### src/rtl/flag_register_unit_if.sv
// Bus bundle between the core and the flag register unit.
interface flag_register_unit_if;
  logic [2:0] alu_we;
  logic       alu_zf;
  logic       alu_nf;
  logic       alu_cf;
  logic       setc;
  logic       clrc;
  logic       jc;
  logic       jn;
  logic       jz;
  logic       int_save;
  logic       rti_restore;
  logic       zf;
  logic       nf;
  logic       cf;
  logic       cond_taken;
  logic       stk_empty;
  logic       stk_full;
  logic       stk_err;

  modport master (
    output alu_we, alu_zf, alu_nf, alu_cf, setc, clrc, jc, jn, jz,
           int_save, rti_restore,
    input  zf, nf, cf, cond_taken, stk_empty, stk_full, stk_err
  );

  modport slave (
    input  alu_we, alu_zf, alu_nf, alu_cf, setc, clrc, jc, jn, jz,
           int_save, rti_restore,
    output zf, nf, cf, cond_taken, stk_empty, stk_full, stk_err
  );
endinterface

### src/rtl/flag_register_unit.sv
// Condition flag register (Z/N/C) with jump-consume clearing and an
// interrupt shadow stack for save on entry / restore on RTI.
module flag_register_unit #(
  parameter int unsigned DEPTH = 4
) (
  input logic                  clk,
  input logic                  rst_n,
  flag_register_unit_if.slave  bus_if
);

  localparam int unsigned PTR_W = $clog2(DEPTH + 1);
  localparam int unsigned IDX_W = $clog2(DEPTH);

  // Flag vector ordering: bit2=Z, bit1=N, bit0=C
  logic [2:0]       flags_q, flags_d;
  logic [PTR_W-1:0] ptr_q, ptr_d;
  logic             err_q, err_d;
  logic             empty_q, empty_d;
  logic             full_q, full_d;
  logic             push_c;
  logic [2:0]       stk_q [DEPTH];
  logic [2:0]       jump_c;
  logic [2:0]       alu_c;
  logic [2:0]       top_c;

  assign jump_c = {bus_if.jz, bus_if.jn, bus_if.jc};
  assign alu_c  = {bus_if.alu_zf, bus_if.alu_nf, bus_if.alu_cf};
  assign top_c  = stk_q[IDX_W'(ptr_q - PTR_W'(1))];

  // Flag update priority, stack pointer movement and sticky error
  always_comb begin
    flags_d = flags_q;
    ptr_d   = ptr_q;
    err_d   = err_q;
    push_c  = 1'b0;

    // Z and N: ALU write, else consume on taken jump
    for (int i = 1; i < 3; i++) begin
      if (bus_if.alu_we[i]) begin
        flags_d[i] = alu_c[i];
      end else if (jump_c[i] && flags_q[i]) begin
        flags_d[i] = 1'b0;
      end
    end

    // C: ALU write, else SETC/CLRC, else consume
    if (bus_if.alu_we[0]) begin
      flags_d[0] = alu_c[0];
    end else if (bus_if.setc || bus_if.clrc) begin
      if (!(bus_if.setc && bus_if.clrc)) begin
        flags_d[0] = bus_if.setc;
      end
    end else if (jump_c[0] && flags_q[0]) begin
      flags_d[0] = 1'b0;
    end

    if (bus_if.setc && bus_if.clrc) begin
      err_d = 1'b1;
    end

    // Simultaneous save and restore is ambiguous: drop both
    if (bus_if.int_save && bus_if.rti_restore) begin
      err_d = 1'b1;
    end else if (bus_if.rti_restore) begin
      if (empty_q) begin
        err_d = 1'b1;
      end else begin
        flags_d = top_c;
        ptr_d   = ptr_q - PTR_W'(1);
      end
    end else if (bus_if.int_save) begin
      if (full_q) begin
        err_d = 1'b1;
      end else begin
        push_c = 1'b1;
        ptr_d  = ptr_q + PTR_W'(1);
      end
    end

    empty_d = (ptr_d == PTR_W'(0));
    full_d  = (ptr_d == PTR_W'(DEPTH));
  end

  // State registers
  always_ff @(posedge clk or negedge rst_n) begin
    if (!rst_n) begin
      flags_q <= 3'b000;
      ptr_q   <= '0;
      err_q   <= 1'b0;
      empty_q <= 1'b1;
      full_q  <= 1'b0;
    end else begin
      flags_q <= flags_d;
      ptr_q   <= ptr_d;
      err_q   <= err_d;
      empty_q <= empty_d;
      full_q  <= full_d;
    end
  end

  // Shadow stack storage; contents are don't-care after reset
  always_ff @(posedge clk) begin
    if (push_c) begin
      stk_q[IDX_W'(ptr_q)] <= flags_q;
    end
  end

  assign bus_if.zf         = flags_q[2];
  assign bus_if.nf         = flags_q[1];
  assign bus_if.cf         = flags_q[0];
  assign bus_if.cond_taken = |(jump_c & flags_q);
  assign bus_if.stk_empty  = empty_q;
  assign bus_if.stk_full   = full_q;
  assign bus_if.stk_err    = err_q;

endmodule

### src/flat_wrapper.sv
// flat-port wrapper written by rule: the top's interface ports become plain ports
module flag_register_unit_flat 
#(
  parameter int unsigned DEPTH = 4
)
  (clk, rst_n, bus_if_alu_we, bus_if_alu_zf, bus_if_alu_nf, bus_if_alu_cf, bus_if_setc, bus_if_clrc, bus_if_jc, bus_if_jn, bus_if_jz, bus_if_int_save, bus_if_rti_restore, bus_if_zf, bus_if_nf, bus_if_cf, bus_if_cond_taken, bus_if_stk_empty, bus_if_stk_full, bus_if_stk_err);
  flag_register_unit_if bus_if_i ();
  input logic clk;
  input logic rst_n;
  input wire logic [$bits(bus_if_i.alu_we)-1:0] bus_if_alu_we;
  input wire logic [$bits(bus_if_i.alu_zf)-1:0] bus_if_alu_zf;
  input wire logic [$bits(bus_if_i.alu_nf)-1:0] bus_if_alu_nf;
  input wire logic [$bits(bus_if_i.alu_cf)-1:0] bus_if_alu_cf;
  input wire logic [$bits(bus_if_i.setc)-1:0] bus_if_setc;
  input wire logic [$bits(bus_if_i.clrc)-1:0] bus_if_clrc;
  input wire logic [$bits(bus_if_i.jc)-1:0] bus_if_jc;
  input wire logic [$bits(bus_if_i.jn)-1:0] bus_if_jn;
  input wire logic [$bits(bus_if_i.jz)-1:0] bus_if_jz;
  input wire logic [$bits(bus_if_i.int_save)-1:0] bus_if_int_save;
  input wire logic [$bits(bus_if_i.rti_restore)-1:0] bus_if_rti_restore;
  output wire logic [$bits(bus_if_i.zf)-1:0] bus_if_zf;
  output wire logic [$bits(bus_if_i.nf)-1:0] bus_if_nf;
  output wire logic [$bits(bus_if_i.cf)-1:0] bus_if_cf;
  output wire logic [$bits(bus_if_i.cond_taken)-1:0] bus_if_cond_taken;
  output wire logic [$bits(bus_if_i.stk_empty)-1:0] bus_if_stk_empty;
  output wire logic [$bits(bus_if_i.stk_full)-1:0] bus_if_stk_full;
  output wire logic [$bits(bus_if_i.stk_err)-1:0] bus_if_stk_err;
  assign bus_if_i.alu_we = bus_if_alu_we;
  assign bus_if_i.alu_zf = bus_if_alu_zf;
  assign bus_if_i.alu_nf = bus_if_alu_nf;
  assign bus_if_i.alu_cf = bus_if_alu_cf;
  assign bus_if_i.setc = bus_if_setc;
  assign bus_if_i.clrc = bus_if_clrc;
  assign bus_if_i.jc = bus_if_jc;
  assign bus_if_i.jn = bus_if_jn;
  assign bus_if_i.jz = bus_if_jz;
  assign bus_if_i.int_save = bus_if_int_save;
  assign bus_if_i.rti_restore = bus_if_rti_restore;
  assign bus_if_zf = bus_if_i.zf;
  assign bus_if_nf = bus_if_i.nf;
  assign bus_if_cf = bus_if_i.cf;
  assign bus_if_cond_taken = bus_if_i.cond_taken;
  assign bus_if_stk_empty = bus_if_i.stk_empty;
  assign bus_if_stk_full = bus_if_i.stk_full;
  assign bus_if_stk_err = bus_if_i.stk_err;
  flag_register_unit #(.DEPTH(DEPTH)) u_core (.clk(clk), .rst_n(rst_n), .bus_if(bus_if_i));
endmodule
### config.mk
export PLATFORM = sky130hd
export DESIGN_NAME = flag_register_unit_flat
export DESIGN_NICKNAME = d
export VERILOG_FILES = /design/src/rtl/flag_register_unit_if.sv /design/src/rtl/flag_register_unit.sv /design/src/flat_wrapper.sv
export SDC_FILE = /design/constraint.sdc
export NUM_CORES = 1
export LEC_CHECK = 0
export CORE_ASPECT_RATIO = 0.7
export CORE_UTILIZATION = 49
export CTS_CLUSTER_DIAMETER = 150
export DETAILED_ROUTE_END_ITERATION = 10
export HOLD_SLACK_MARGIN = 0.06
export PLACE_DENSITY = 0.75
export SLEW_MARGIN = 30
export SYNTH_ARGS = -nofsm -noshare
export SYNTH_HDL_FRONTEND = slang
export SYNTH_SLANG_ARGS = --single-unit
export TNS_END_PERCENT = 30
### constraint.sdc
create_clock -name clk -period 2 [get_ports clk]
set_input_delay 0.3 -clock clk [delete_from_list [all_inputs] [get_ports clk]]
set_output_delay 0.3 -clock clk [all_outputs]
set_load 0.03 [all_outputs]
==> metrics.md <==
| Metric | Value |
|---|---|
| Cells after Synth | 79 |
| Vias | 785 |
| Die W | 57.8 µm |
| Worst VDD drop | 0.683 mV |
| Top delay family on crit path | buffers and inverters |
| Routed WL per cell | 16.9 µm |
| CTS HTree Levels | 1 |
| CTS tree | yes |
| Critical path type | register to output port |
| Async SR Flop Fraction | 42.9% |
| # port buffers | 21 |
| Flop-to-flop setup slack | 0.15 ns |
| GRT Util Overall | 21.1% |
| Data required time of the worst path | 1.70 ns |
| Outcome | complete, no violations |
| Routability cong. | 0.799 |
| Initial antenna violation count | 0 |
| Final WL | 2.21 mm |
| Drt first pass iters | 4 |
| Initial core utilization | 54.7% |
| Fin nets | 129 |
| Antenna-violating nets left | 0 |
| DP HPWL | 1.64 mm |
| Netlist area before placement | 1070 µm² |
| Iteration-0 DRC Markers | 31 |
| CTS resizes | 1 |
| Dpl cell area | 1340 µm² |
| Ratio of cells with drive above 1 in the final layout | 18.3% |
| Clk_skew | 0.00318 ns |
| Setup Fix Bufs, Post-CTS | 0 |
| Maxcap violations | 0 |
| IO Pins | 22 |
| Worst-path cell chain | clkdlybuf4s50_1 |
| Max Clock Freq | 531 MHz |
| R2r startpoint | u_core.ptr_q[1] |
| Antenna Cells | 0 |
| Hold buffers post-CTS | 0 |
| Worst hold path class | input pin to async pin |
| Synth top area cells | edfxtp_1 34%, dfrtp_1 19%, mux4_2 6.3% |
| Fillers | 151 |
| RR Endpoint | u_core.bus_if.stk_empty |
| Skew-Pair Late Insertion Delay | 0.31 ns |
| Row cnt | 13 |
| Largest stage delay, worst path | 0.68 ns |
| Leak Pwr | 0.516 nW |
| Reg2reg path depth | 5 |
| Yosys warns | 0 |
| Ys flop type | edfxtp_1 |
| Post-route minimum period | 1.88 ns |
| Final setup fails | 0 |
| Die Height | 41.1 µm |
| Via density | 5.99 |
| Root Buffer | clkbuf_4 |
| Syn_area_per_cell | 13.5 µm² |
| Top-area cell type share of the netlist area | 33.7% |
| Number of global-route vias before repair | 681 |
| Post-route cell area | 1370 µm² |
| Final period util | 94.1% |
| Total CTS buffers | 3 |
| CP Depth | 1 |
| Commonest non-fill, non-tap cell in the layout | clkdlybuf4s50_1 |
| Count of final hold-check violations | 0 |
| Synth unique cells | 37 |
| Yosys reg bits | 21 |
| GRT overflow | 0 |
| Rel. slew slack | 68.3% |
| CORE AREA | 1950 µm² |
| DR DRC count | 0 |
| Arrival time at the worst endpoint | 1.58 ns |
| CTS sink cnt | 21 |
| Area leader, netlist | edfxtp_1 |
| Buf/Inv on CP | 1 |
| Clock tree buffer depth | 2 |
| Crit path max fanout | 5 |
| Startpoint types | register |
| Area Growth Syn to Fin | 28.1% |
| Sequential share of the synthesized area | 54.9% |
| Pin count of the biggest net entering global routing | 13 |
| Worst Tran Pin Value | 0.472 ns |
| Max Slew Vio Count | 0 |
| Global-route wire length before repair | 3.29 mm |
| Setup TNS | 0 ns |
| Syn Nets | 98 |
| Most frequent cells in the layout | 20 x clkdlybuf4s50_1, 12 x edfxtp_1, 8 x dfrtp_1, 7 x buf_4, 5 x inv_1 |
| DIE AREA | 2370 µm² |
| Power per cell area | 1210 nW/µm² |
| Clock transition at path regs | 0.12 ns |
| Unrepaired setup endpoints after global routing | no |
| Post-synth EDFFs | 12 |
| Slowest cell on crit path | clkdlybuf4s50_1 |
| Kind of end point of the critical path | output port |
==> logic make-up (layout without fill, tap and decap cells) <==
family	count (synthesis)	count (layout)	share of synthesized area (%)
AND/OR/NAND/NOR	25	25	18.6
flip-flops	21	21	54.9
AO/OA/AOI/OAI	18	18	11.4
buffers and inverters	7	37	3.28
adder cells (fa/ha/maj)	4	4	4.68
multiplexers	3	3	6.32
XOR/XNOR	1	1	0.820
==> cell usage after synthesis (3+ instances only) <==
master	number
a21oi_1	4
and2_1	3
dfrtp_1	8
edfxtp_1	12
ha_1	4
inv_1	5
mux4_2	3
nand2_1	4
nor2_1	3
nor3b_1	3
o21ai_0	4
==> final cells by class <==
type	count	area (µm²)	area share [%]
Clock inverter	1	5.00	0.366
Tap cell	22	27.5	2.01
Clock buffer	3	22.5	1.65
Multi-Input combinational cell	51	447	32.6
Inverter	5	18.8	1.37
Sequential cell	21	587	42.9
Timing Repair Buffer	28	262	19.1
==> report_power, final <==
group,internal [W],switching (W)
clock network,0.0000747,0.000134
logic,0.000366,0.000408
registers,0.000582,0.0000916
total,0.00102,0.000634
==> sequential cells by signal (all words and copies together), names as in the netlist <==
name	flops
u_core.stk_q	12
u_core.flags_q	3
u_core.ptr_q	3
u_core.bus_if.stk_empty	1
u_core.bus_if.stk_err	1
u_core.bus_if.stk_full	1
==> stage by stage <==
| step | util, % | worst slack [ns] | cells | hold slack [ns] | total power (W) |
|---|---|---|---|---|---|
| floorplan | - | 0.328 | 79 | 0.00441 | 0.00116 |
| global placement | 68.8 | -0.000191 | 127 | 0.479 | 0.00143 |
| global route | 70.1 | 0.0615 | 131 | 0.317 | 0.00174 |
| CTS | 70.1 | 0.118 | 131 | 0.288 | 0.00165 |
| detailed placement | 68.8 | -0.00766 | 127 | 0.485 | 0.00145 |
| finish | 70.1 | 0.118 | 131 | 0.266 | 0.00166 |
==> per-layer routing <==
layer | vias up | track usage, % | wire length [µm]
li1 | 367 | - | -
met3 | 2 | 6.31 | 173
met2 | 40 | 34.2 | 993
met1 | 376 | 28.5 | 1030
met4 | 0 | 5.36 | 15
met5 | - | 0 | 0
==> worst max path at each step <==
stage | startpoint | end
3_3_place_gp | bus_if_jn | bus_if_cond_taken
2_1_floorplan | u_core.ptr_q[0] | u_core.bus_if.stk_empty
3_5_place_dp | bus_if_jn | bus_if_cond_taken
5_1_grt | u_core.ptr_q[1] | u_core.bus_if.stk_empty
4_1_cts | u_core.bus_if.stk_empty | bus_if_stk_empty
6_report | u_core.bus_if.stk_empty | bus_if_stk_empty
Power figures use the tool's default switching activity.
